[config.mk]
export PLATFORM = sky130hd
export DESIGN_NAME = strip_frame_arbiter
export DESIGN_NICKNAME = d
export VERILOG_FILES = /design/src/rtl/strip_pkg.sv /design/src/rtl/rr_arbiter.sv /design/src/rtl/strip_frame_arbiter.sv
export SDC_FILE = /design/constraint.sdc
export NUM_CORES = 1
export LEC_CHECK = 0
export CORE_AREA = 3 3 759 761
export CTS_CLUSTER_SIZE = 12
export DETAILED_ROUTE_END_ITERATION = 10
export DIE_AREA = 0 0 762 764
export PLACE_DENSITY_LB_ADDON = 0.2
export SLEW_MARGIN = 20
export SYNTH_ARGS = -nofsm -noshare
export SYNTH_HDL_FRONTEND = slang
export SYNTH_SLANG_ARGS = --single-unit
[constraint.sdc]
create_clock -name clk -period 1.9 [get_ports clk]
set_input_delay 0.19 -clock clk [delete_from_list [all_inputs] [get_ports clk]]
set_output_delay 0.19 -clock clk [all_outputs]
set_load 0.02 [all_outputs]
[src/rtl/strip_pkg.sv]
// Shared types for the LED-strip frame path: band/frame shapes, arbiter states
// and a width helper used by the arbiters that share the serializer.
package strip_pkg;

    localparam int BANDS = 40;
    localparam int WIDTH = 16;

    typedef logic [WIDTH-1:0] band_t;
    typedef band_t frame_t [BANDS];

    typedef enum logic [1:0] {ARB_IDLE, ARB_LOAD, ARB_DRAIN, ARB_GAP} arb_state_t;

    // Index width that never collapses to zero bits for a single requester.
    function automatic int idx_width(input int n);
        return (n > 1) ? $clog2(n) : 1;
    endfunction

endpackage

[src/rtl/rr_arbiter.sv]
// Combinational round-robin pick: scans from ptr_i+1 and returns the first
// requester found, as one-hot and as an index.
module rr_arbiter
    import strip_pkg::*;
#(
    parameter int NUM_REQ = 2,
    localparam int IDX_W  = strip_pkg::idx_width(NUM_REQ)
) (
    input  logic [NUM_REQ-1:0] req_i,
    input  logic [IDX_W-1:0]   ptr_i,
    output logic [NUM_REQ-1:0] grant_o,
    output logic [IDX_W-1:0]   idx_o,
    output logic               any_o
);

    logic [IDX_W-1:0] cand;

    always_comb begin
        grant_o = '0;
        idx_o   = '0;
        any_o   = 1'b0;
        cand    = '0;
        for (int off = 1; off <= NUM_REQ; off++) begin
            cand = IDX_W'((int'(ptr_i) + off) % NUM_REQ);
            if (!any_o && req_i[cand]) begin
                any_o         = 1'b1;
                grant_o[cand] = 1'b1;
                idx_o         = cand;
            end
        end
    end

endmodule

[src/rtl/strip_frame_arbiter.sv]
// Shares the parallel-to-serial strip serializer between NUM_REQ frame producers,
// one whole frame per grant, with an enforced latch gap after each frame.
//
// state     | meaning
// ----------+-----------------------------------------------------------
// IDLE      | waiting for enable and a valid producer; arbitration live
// LOAD      | presenting the granted frame until the serializer takes it
// DRAIN     | serializer shifting out beats; waiting for the last beat
// GAP       | strip latch time; counting down before the next grant
module strip_frame_arbiter
#(
    parameter int NUM_REQ    = 2,
    parameter int BANDS      = strip_pkg::BANDS,
    parameter int WIDTH      = strip_pkg::WIDTH,
    parameter int GAP_CYCLES = 1000,
    localparam int IDX_W     = strip_pkg::idx_width(NUM_REQ),
    localparam int GAP_W     = (GAP_CYCLES > 0) ? $clog2(GAP_CYCLES + 1) : 1,
    localparam int FRAME_W   = BANDS * WIDTH
) (
    input  logic                       clk,
    input  logic                       reset_n,
    input  logic                       enable,
    input  logic [NUM_REQ-1:0]         req_valid,
    output logic [NUM_REQ-1:0]         req_ready,
    input  logic [NUM_REQ*FRAME_W-1:0] req_data,
    output logic [FRAME_W-1:0]         ser_in,
    output logic                       ser_s_valid,
    input  logic                       ser_s_ready,
    input  logic                       ser_m_valid,
    input  logic                       ser_m_ready,
    input  logic                       ser_m_last,
    output logic                       busy,
    output logic [IDX_W-1:0]           grant_id,
    output logic [15:0]                frame_count
);
    import strip_pkg::*;

    localparam logic [1:0] S_IDLE  = 2'(ARB_IDLE);
    localparam logic [1:0] S_LOAD  = 2'(ARB_LOAD);
    localparam logic [1:0] S_DRAIN = 2'(ARB_DRAIN);
    localparam logic [1:0] S_GAP   = 2'(ARB_GAP);

    localparam logic [GAP_W-1:0] GAP_INIT = GAP_W'(GAP_CYCLES);
    localparam logic [IDX_W-1:0] RR_INIT  = IDX_W'(NUM_REQ - 1);

    logic [1:0]         state_q, state_d;
    logic [IDX_W-1:0]   grant_q, grant_d;
    logic [NUM_REQ-1:0] grant_oh_q, grant_oh_d;
    logic [IDX_W-1:0]   rr_q, rr_d;
    logic [GAP_W-1:0]   gap_q, gap_d;
    logic [15:0]        count_q, count_d;

    logic [NUM_REQ-1:0] arb_grant;
    logic [IDX_W-1:0]   arb_idx;
    logic               arb_any;
    logic               last_beat;

    logic [FRAME_W-1:0] frames [NUM_REQ];

    for (genvar r = 0; r < NUM_REQ; r++) begin : g_frame
        assign frames[r] = req_data[r*FRAME_W +: FRAME_W];
    end

    rr_arbiter #(
        .NUM_REQ (NUM_REQ)
    ) u_rr_arbiter (
        .req_i   (req_valid),
        .ptr_i   (rr_q),
        .grant_o (arb_grant),
        .idx_o   (arb_idx),
        .any_o   (arb_any)
    );

    assign last_beat = ser_m_valid && ser_m_ready && ser_m_last;

    always_comb begin
        state_d    = state_q;
        grant_d    = grant_q;
        grant_oh_d = grant_oh_q;
        rr_d       = rr_q;
        gap_d      = gap_q;
        count_d    = count_q;
        case (state_q)
            S_IDLE: begin
                if (enable && arb_any) begin
                    grant_d    = arb_idx;
                    grant_oh_d = arb_grant;
                    rr_d       = arb_idx;
                    state_d    = S_LOAD;
                end
            end
            S_LOAD: begin
                if (ser_s_ready) begin
                    state_d = S_DRAIN;
                end
            end
            S_DRAIN: begin
                // Backpressure only stretches this state; the last beat ends it.
                if (last_beat) begin
                    count_d = count_q + 16'd1;
                    if (GAP_CYCLES == 0) begin
                        state_d = S_IDLE;
                    end else begin
                        state_d = S_GAP;
                        gap_d   = GAP_INIT;
                    end
                end
            end
            S_GAP: begin
                if (gap_q <= GAP_W'(1)) begin
                    gap_d   = '0;
                    state_d = S_IDLE;
                end else begin
                    gap_d = gap_q - GAP_W'(1);
                end
            end
            default: begin
                state_d = S_IDLE;
            end
        endcase
    end

    always_ff @(posedge clk) begin
        if (!reset_n) begin
            state_q    <= S_IDLE;
            grant_q    <= '0;
            grant_oh_q <= '0;
            rr_q       <= RR_INIT;
            gap_q      <= '0;
            count_q    <= '0;
        end else begin
            state_q    <= state_d;
            grant_q    <= grant_d;
            grant_oh_q <= grant_oh_d;
            rr_q       <= rr_d;
            gap_q      <= gap_d;
            count_q    <= count_d;
        end
    end

    // The frame mux follows the registered grant so ser_in cannot glitch while presented.
    assign ser_s_valid = (state_q == S_LOAD);
    assign ser_in      = ser_s_valid ? frames[grant_q] : '0;
    assign req_ready   = (ser_s_valid && ser_s_ready) ? grant_oh_q : '0;
    assign busy        = (state_q != S_IDLE);
    assign grant_id    = grant_q;
    assign frame_count = count_q;

endmodule

==> impl_metrics.yaml, run 1 <==
cells_and_area:
  post-route-util_pct: 10.9
  drive_above_1_share_pct: 55.0
  nets: 5545
  area_growth_syn_to_layout_pct: 391
  nFillCells: 65200
  final_common_cell: "clkdlybuf4s50_1"
  mostFrequentLayoutCells: "1317 x clkdlybuf4s50_1, 524 x buf_12, 458 x buf_4, 297 x mux2i_4, 282 x nor2b_2"
sta:
  fin_crit_ns: 2.57
  fmax_mhz: 389
  layout_setup_ws_ns: -0.671
  finalSetupViolCount: 660
  rsz0062_at_grt: "yes"
  finalMaxSlewViolations: 0
  min_period_over_period_pct: 135
  tightest_slew_ns: 0.677
  whs_ns: 0.485
  finalHoldViolations: 0
  fin_setup_tns_ns: -244.42
  worst_clock_skew_ns: 0.00548
  relSlewSlack_pct: 53.9
synth:
  synth.distinct_cells: 48
  syn-cell-area_um2: 12600
  yosysSeqAreaShare_pct: 5.06
  synthCells: 1624
  syn_nets: 2920
  synth_edf_count: 0
  synthArstFlopShare_pct: 0
  ys.flop_type: "dfxtp_1"
  synth-seq-cells: 32
  avgSynthCellArea_um2: 7.79
  yosysWarnings: 0
clock_tree:
  clk_pin_slew_ns: 0.06
  cts-htree-levels: 2
  clk_latency_ns: 0.31
  cts_tree: "done"
  cts_max_path_buffers: 2
  postCtsHoldBufs: 0
  cts_buffers: 5
  cts-root-buf: "clkbuf_16"
  clkSinkCount: 32
grt:
  track_usage_pct: 13.0
  grt_pass1_vias: 26300
  grt_max_degree: 58
  antenna_found_initial: 349
  globalRoute.totalOverflow: 0
  grt_pass1_wl_mm: 454
setup_path:
  cp-end-kind: "output pin"
  required_ns: 1.71
  crit_path_start_kind: "flip-flop"
  path_class: "reg -> out"
  crit_fanout: 8
  crit_arrival_ns: 2.38
floorplan:
  rows: 277
  core_area_um2: 569000
  initial_utilization_pct: 2.22
  pin_count: 1950
  dieWidth_um: 762
  die_h_um: 764
  dieArea_um2: 582000
routing:
  vias_per_cell: 2.18
  drt-total-wl_mm: 406
  wire_per_inst_um: 34.3
  ant_nets: 0
  drc_errors: 0
  drt_pass1_iterations: 5
  drt-initial-drc-count: 1167
  vias: 25800
place:
  io_buffers: 1949
  routabilityCongestion: 0.954
  place_ws_ns: -1.01
  dp_hpwl_mm: 374
run:
  maxCapViolations: 0
outcome:
  outcome: "finished with violations"
  violations: "negative setup slack"
power:
  leakage_nw: 20.9
  peakVddDrop_mv: 0.357
  power.density_nw_per_um2: 798
min_path:
  min_path_type: "reg -> reg"
## cell type report
class / instances / area [um2] / share of cell area (%)
repair buffers: 2767 / 33700 / 54.3
multi-input cells: 1431 / 18000 / 29.0
well taps: 7533 / 9430 / 15.2
flip-flops and latches: 32 / 647 / 1.04
clock buffers: 7 / 153 / 0.246
diodes: 39 / 97.6 / 0.157
inverters: 12 / 45.0 / 0.0725
## Yosys cell counts, types with 2 or more instances
cell	count	area, um2
mux2i_1	641	6420
or4_1	7	52.6
o21ai_0	6	30.0
or4_4	3	33.8
dfxtp_1	32	641
a221oi_1	2	17.5
and4_1	2	17.5
buf_1	47	176
buf_2	2	10.0
nor2_1	12	45.0
a21boi_0	3	22.5
nand2_1	20	75.1
and3_1	3	18.8
and2_1	2	12.5
or3_1	6	37.5
o221a_2	2	22.5
o31ai_2	2	25.0
nor4b_1	2	17.5
ha_1	7	87.6
o31ai_1	4	30.0
clkbuf_1	99	372
nor3_1	5	25.0
nor2b_1	641	4010
inv_1	11	41.3
o21a_1	2	15.0
xnor2_1	4	35.0
nand4_1	6	37.5
nand3_1	12	60.1
xor2_1	5	43.8
a21oi_1	16	80.1
## final timing paths
check	to	cells past startpoint	slack (ns)	startpoint
worst min register to register	frame_count[15]$_SDFFE_PN0P_	2	0.49	frame_count[15]$_SDFFE_PN0P_
worst min-delay path	frame_count[15]$_SDFFE_PN0P_	2	0.49	frame_count[15]$_SDFFE_PN0P_
worst max-delay path	ser_in[354]	8	-0.67	grant_id$_SDFFE_PN0P_
worst max register to register	state_q[0]$_SDFFE_PN0P_	10	-0.40	state_q[1]$_SDFFE_PN0P_
## logic make-up after synthesis
family          after synthesis  share of synthesized area (%)
mux                         641                           50.7
fa+ha+maj                     7                          0.692
simple gates                727                           35.5
buf+inv                     161                           4.86
xor+xnor                      9                          0.623
compound gates               47                           2.57
flops                        32                           5.06
## report_power, final
part | internal, mW | leakage, nW | switching [mW] | total [mW]
sequential | 0.733 | 0.260 | 0.0528 | 0.786
combinational | 25.2 | 20.6 | 22.7 | 47.8
clock | 0.552 | 0.0762 | 0.373 | 0.925
total | 26.5 | 20.9 | 23.1 | 49.6
## layer usage
layer  vias up  global-route usage (%)  share of wire, %
met5         -                       0              0.21
met4       130                    1.95               2.2
met3       562                    8.87                15
met2      2000                    19.4                42
met1     12200                    15.4                41
li1      10900                       -                 -
## worst max-delay path, cell delays in order, from the launching register on
cell	delay, ns
dfxtp_4	0.35
buf_12	0.15
buf_16	0.16
buf_6	0.12
buf_16	0.14
clkbuf_16	0.19
mux2i_4	0.60
nor2b_4	0.10
buf_12	0.16
## flip-flops by register name, summed over array words and instances, names as in the netlist
register / count
state_q: 2
rr_q: 1
gap_q: 10
frame_count: 16
grant_oh_q: 2
grant_id: 1
## per-stage QoR
step / cells / total power [mW] / cell area (um2)
4_1_cts: 11600 / 43.7 / 54100
2_1_floorplan: 1624 / 12.3 / 13600
3_3_place_gp: 11600 / 41.0 / 51700
5_1_grt: 11800 / 52.3 / 62100
6_report: 11800 / 49.6 / 62100
3_5_place_dp: 11600 / 40.8 / 51700
## repair_timing
action,CTS,global route
cloned,14,50
setup endpoints to repair,666,672
gates resized for setup,404,1650
buffers inserted,24,247
Note: power is estimated with default switching activity, not from simulation.
==> inputs of run 2 (changes only) <==
- CAP_MARGIN: not set -> 20
- CORE_AREA: 3 3 759 761 -> 2 2 758 760
- DIE_AREA: 0 0 762 764 -> 0 0 760 762
- MAX_ROUTING_LAYER: not set -> met4
==> run 2 against run 1 <==
  * Combinational power decreased by 3%
  * First-iteration DRC count is 6.8% lower
  * Sequential power barely moved
  * Global-route usage increased by 0.76 points
  * The flow still finishes with violations (negative setup slack)
  * Setup slack gained 0.076 ns
  * Flip-flop and latch count is the same
  * Sequential share of layout area rose by 0.060 points
==> impl_metrics.yaml, run 2 (synthesis results as in run 1) <==
sta:
  relSlewSlack_pct: 55.3
  layout_setup_ws_ns: -0.595
  tightest_slew_ns: 0.657
  min_period_over_period_pct: 131
  rsz0062_at_grt: "yes"
  worst_clock_skew_ns: 0.00675
  finalMaxSlewViolations: 0
  fmax_mhz: 401
  finalSetupViolCount: 660
  fin_crit_ns: 2.49
  finalHoldViolations: 0
place:
  dp_hpwl_mm: 380
  place_ws_ns: -0.821
  io_buffers: 1949
  place_inst: 11500
  routabilityCongestion: 0.962
grt:
  antenna_found_initial: 398
  grt_max_degree: 39
  grt_pass1_vias: 25600
  globalRoute.totalOverflow: 0
  grt_pass1_wl_mm: 462
  track_usage_pct: 13.7
floorplan:
  dieArea_um2: 579000
  dieWidth_um: 760
  pin_count: 1950
  rows: 278
  die_h_um: 762
  initial_utilization_pct: 2.21
  core_area_um2: 571000
setup_path:
  path_common_cell: "buf_12"
  rr_startpoint: "state_q[0]$_SDFFE_PN0P_"
  path_class: "reg -> out"
  critPathMaxStageDelay_ns: 0.54
  critPathSlowestCell: "mux2i_4"
  crit_path_start_kind: "flip-flop"
  crit_chain: "buf_12, buf_16, buf_16, buf_12, buf_8, mux2i_4, nor2b_4, buf_12"
  crit_fanout: 8
  crit_arrival_ns: 2.30
  cp-end-kind: "output pin"
  required_ns: 1.71
  cp-startpoint: "grant_id$_SDFFE_PN0P_"
cells_and_area:
  largest_reg_flops: 16
  drive_above_1_share_pct: 47.6
  area_growth_syn_to_layout_pct: 363
  nets: 5453
  mostFrequentLayoutCells: "1330 x clkdlybuf4s50_1, 551 x buf_12, 518 x buf_4, 433 x mux2i_1, 268 x nor2b_2"
  stdcell_count: 11900
  final_common_cell: "clkdlybuf4s50_1"
  nFillCells: 65700
clock_tree:
  postCtsHoldBufs: 0
  cts-root-buf: "clkbuf_16"
  cts_max_path_buffers: 2
  cts_buffers: 5
  clk_latency_ns: 0.30
  clk_pin_slew_ns: 0.06
  clkSinkCount: 32
  cts_tree: "done"
  cts-htree-levels: 2
run:
  maxCapViolations: 0
routing:
  drc_errors: 0
  vias_per_cell: 2.10
  ant_nets: 0
  vias: 25000
  drt-initial-drc-count: 1088
  drt-total-wl_mm: 414
  wire_per_inst_um: 34.8
  drt_pass1_iterations: 5
min_path:
  min-delay-start: "frame_count[1]$_SDFFE_PN0P_"
  min_path_type: "reg -> reg"
power:
  peakVddDrop_mv: 0.349
  power.density_nw_per_um2: 820
  power_mw: 48.1
  leakage_nw: 19.2
outcome:
  outcome: "finished with violations"
  violations: "negative setup slack"
-- run 2: cell count changes in the layout (fill, tap and decap cells not counted), sizes merged --
cell	previous run	this run
clkbuf	82	59
dlygate4sd2	4	5
buf	1323	1268
bufbuf	2	1
clkdlybuf4s50	1317	1330
clkdlybuf4s18	0	1
diode	39	179
clkdlybuf4s15	1	3
dlymetal6s2s	45	15
-- run 2: metrics by stage --
step	hold slack (ns)	setup TNS [ns]	cell area [um2]	util, %
final	0.506	-231.17	58600	10.3
after global routing	0.531	-297.05	58600	10.3
after CTS	0.501	-332.17	53200	9.31
after detailed placement	0.488	-162.65	51200	8.97
after global placement	0.476	-177.13	51200	8.96
after floorplan	0.353	-4.99	13600	-
-- run 2: layout make-up --
cell class	instances	area, um2	area share (%)
diodes	179	448	0.764
clock buffers	7	153	0.260
inverters	12	45.0	0.0768
multi-input cells	1431	15400	26.3
flip-flops and latches	32	646	1.10
well taps	7560	9460	16.1
repair buffers	2675	32500	55.4
-- run 2: where the power goes --
part | switching [mW] | internal [mW] | total, mW | leakage, nW
Combinational | 22.5 | 23.9 | 46.4 | 18.9
Sequential | 0.0574 | 0.731 | 0.788 | 0.260
Clock | 0.347 | 0.551 | 0.899 | 0.0771
Total | 22.9 | 25.2 | 48.1 | 19.2
-- run 2: path summary, 6_finish.rpt --
path / to / slack, ns / cells past startpoint
worst max-delay path: ser_in[538] / -0.59 / 8
worst min-delay path: frame_count[1]$_SDFFE_PN0P_ / 0.51 / 2
worst max register to register: frame_count[14]$_SDFFE_PN0P_ / -0.29 / 8
worst min register to register: frame_count[1]$_SDFFE_PN0P_ / 0.51 / 2
-- run 2: routing by layer --
metal	routed length, um	vias up	global-route usage (%)
met3	55400	448	8.19
li1	-	10900	-
met5	0	-	-
met2	177000	1965	20.4
met4	8290	0	1.78
met1	173000	11700	16.2
-- run 2: critical path, delay by kind of cell (launching register included) --
| family | cells | cell delay [ns] |
|---|---|---|
| buf+inv | 6 | 0.91 |
| mux | 1 | 0.54 |
| flops | 1 | 0.36 |
| simple gates | 1 | 0.10 |
-- run 2: what timing repair did --
action / CTS / global route
hold endpoints to repair: 0 / 0
gates cloned: 17 / 41
endpoints found under the setup margin: 666 / 675
setup buffers: 18 / 175
gates resized for setup: 301 / 1032
==> inputs of run 3 (changes only) <==
- CORE_AREA: 2 2 758 760 -> 2 2 752 754
- DIE_AREA: 0 0 760 762 -> 0 0 754 756
- GPL_ROUTABILITY_DRIVEN: not set -> 1
- clock period: 1.9 -> 2.37 ns (I/O delays scaled with it)
==> run 3 against run 2 <==
  * The run still ends with negative setup slack left
  * Hold slack got worse by 0.042 ns
  * Register-to-register slack improved by 0.50 ns
  * Critical path depth rose by 1
  * Sequential share of layout area rose by 0.11 points
  * Clock power fell by 24%
  * Sequential power fell by 19%
  * Die area fell by 1.6%
  * Clock-buffer cell count fell by 2
  * Critical path type unchanged
  * Critical endpoint is now ser_in[528]
  * Largest cell class unchanged
==> impl_metrics.yaml, run 3 (synthesis results as in run 1) <==
outcome:
  outcome: "finished with violations"
  violations: "negative setup slack"
routing:
  wire_per_inst_um: 37.0
  drt_pass1_iterations: 5
  drt-initial-drc-count: 1217
  ant_nets: 0
  drc_errors: 0
  vias: 25000
  vias_per_cell: 2.17
  drt-total-wl_mm: 426
place:
  place_inst: 11200
  routabilityCongestion: 0.981
  io_buffers: 1949
  dp_hpwl_mm: 396
  place_ws_ns: -0.404
setup_path:
  critPathSlowestCell: "dfxtp_4"
  critPathMaxStageDelay_ns: 0.43
  ff2ff_setup_slack_ns: 0.21
  rr_endpoint: "frame_count[13]$_SDFFE_PN0P_"
  cp-startpoint: "grant_id$_SDFFE_PN0P_"
  cp-endpoint: "ser_in[528]"
  crit_path_start_kind: "flip-flop"
  rr_startpoint: "state_q[0]$_SDFFE_PN0P_"
  required_ns: 2.13
  crit_arrival_ns: 2.25
  cp-end-kind: "output pin"
  path_common_cell: "buf_16"
  r2r_cells: 7
  crit_fanout: 7
  crit_chain: "buf_16, buf_16, buf_16, buf_8, buf_16, buf_12, mux2i_4, nor2b_2, buf_12"
  path_class: "reg -> out"
cells_and_area:
  multi_input_area_um2: 14300
  drive_above_1_share_pct: 34.5
  nets: 5183
  mostFrequentLayoutCells: "1308 x clkdlybuf4s50_1, 456 x mux2i_1, 441 x buf_12, 417 x nor2b_1, 264 x buf_4"
  seqCellArea_um2: 647
  largest_reg_flops: 16
  post-route-util_pct: 9.53
  area_growth_syn_to_layout_pct: 324
  final_common_cell: "clkdlybuf4s50_1"
  stdcell_count: 11500
  nFillCells: 64900
sta:
  finalHoldViolations: 0
  relSlewSlack_pct: 53.3
  rsz0062_at_grt: "yes"
  fmax_mhz: 402
  worst_clock_skew_ns: 0.0113
  finalSetupViolCount: 24
  finalMaxSlewViolations: 0
  min_period_over_period_pct: 105
  layout_setup_ws_ns: -0.119
  tightest_slew_ns: 0.698
  fin_crit_ns: 2.49
  whs_ns: 0.464
min_path:
  min_path_type: "reg -> reg"
  hold-path-cell-count: 2
clock_tree:
  clkSinkCount: 32
  postCtsHoldBufs: 0
  clk_pin_slew_ns: 0.06
  clk_latency_ns: 0.29
  cts_tree: "done"
  cts_buffers: 5
  cts_max_path_buffers: 2
  cts-htree-levels: 2
  cts-root-buf: "clkbuf_16"
grt:
  globalRoute.totalOverflow: 0
  grt_pass1_wl_mm: 485
  grt_pass1_vias: 25200
  grt_max_degree: 30
  track_usage_pct: 14.7
  antenna_found_initial: 509
run:
  maxCapViolations: 0
floorplan:
  dieWidth_um: 754
  core_area_um2: 563000
  dieArea_um2: 570000
  die_h_um: 756
  initial_utilization_pct: 2.25
  rows: 276
  pin_count: 1950
power:
  power.density_nw_per_um2: 635
  peakVddDrop_mv: 0.290
  power_mw: 34.0
  leakage_nw: 17.6
## run 3: layer usage
| layer | GRT usage (%) | part of all wire (%) |
|---|---|---|
| met5 | - | 0 |
| met4 | 3.03 | 3.5 |
| met3 | 6.01 | 10 |
| met2 | 23.8 | 45 |
| met1 | 17.1 | 41 |
## run 3: cell type report
class | count | share of cell area, %
clock buffer | 5 | 0.233
clock inverter | 3 | 0.0420
antenna | 129 | 0.602
inverter | 12 | 0.0840
sequential | 32 | 1.21
multi-input combinational | 1431 | 26.8
tap | 7506 | 17.5
timing repair buffer | 2405 | 53.6
## run 3: how the worst min path moves through the flow
stage / start / endpoint / slack (ns)
global route: grant_oh_q[1]$_SDFFE_PN0P_ / grant_oh_q[1]$_SDFFE_PN0P_ / 0.48
global placement: grant_oh_q[0]$_SDFFE_PN0P_ / grant_oh_q[0]$_SDFFE_PN0P_ / 0.45
floorplan: enable / grant_oh_q[0]$_SDFFE_PN0P_ / 0.40
detailed placement: grant_oh_q[0]$_SDFFE_PN0P_ / grant_oh_q[0]$_SDFFE_PN0P_ / 0.46
finish: grant_oh_q[1]$_SDFFE_PN0P_ / grant_oh_q[1]$_SDFFE_PN0P_ / 0.46
CTS: grant_oh_q[0]$_SDFFE_PN0P_ / grant_oh_q[0]$_SDFFE_PN0P_ / 0.47
## run 3: what timing repair did
action / 4_1_cts / 5_1_grt
gates cloned: 39 / 4
resized for setup: 916 / 325
buffers inserted: 138 / 43
endpoints found under the setup margin: 531 / 442
## run 3: metrics by stage
| step | cell area [um2] | TNS, ns |
|---|---|---|
| detailed placement | 47500 | -4.90 |
| finish | 53600 | -0.890 |
| global route | 53600 | -5.27 |
| CTS | 52600 | -20.60 |
| global placement | 47500 | -5.62 |
| floorplan | 12600 | 0 |
## run 3: power by group
| part | total, mW | switching (mW) | internal, mW | leakage (nW) |
|---|---|---|---|---|
| clock network | 0.687 | 0.295 | 0.393 | 0.0712 |
| logic | 32.7 | 16.4 | 16.3 | 17.2 |
| registers | 0.639 | 0.0522 | 0.587 | 0.260 |
| total | 34.0 | 16.8 | 17.3 | 17.6 |
## run 3: critical path, delay by kind of cell, from the launching register on
family        cells  cell delay, ns
buf+inv           7            0.98
flops             1            0.43
mux               1            0.37
simple gates      1            0.11
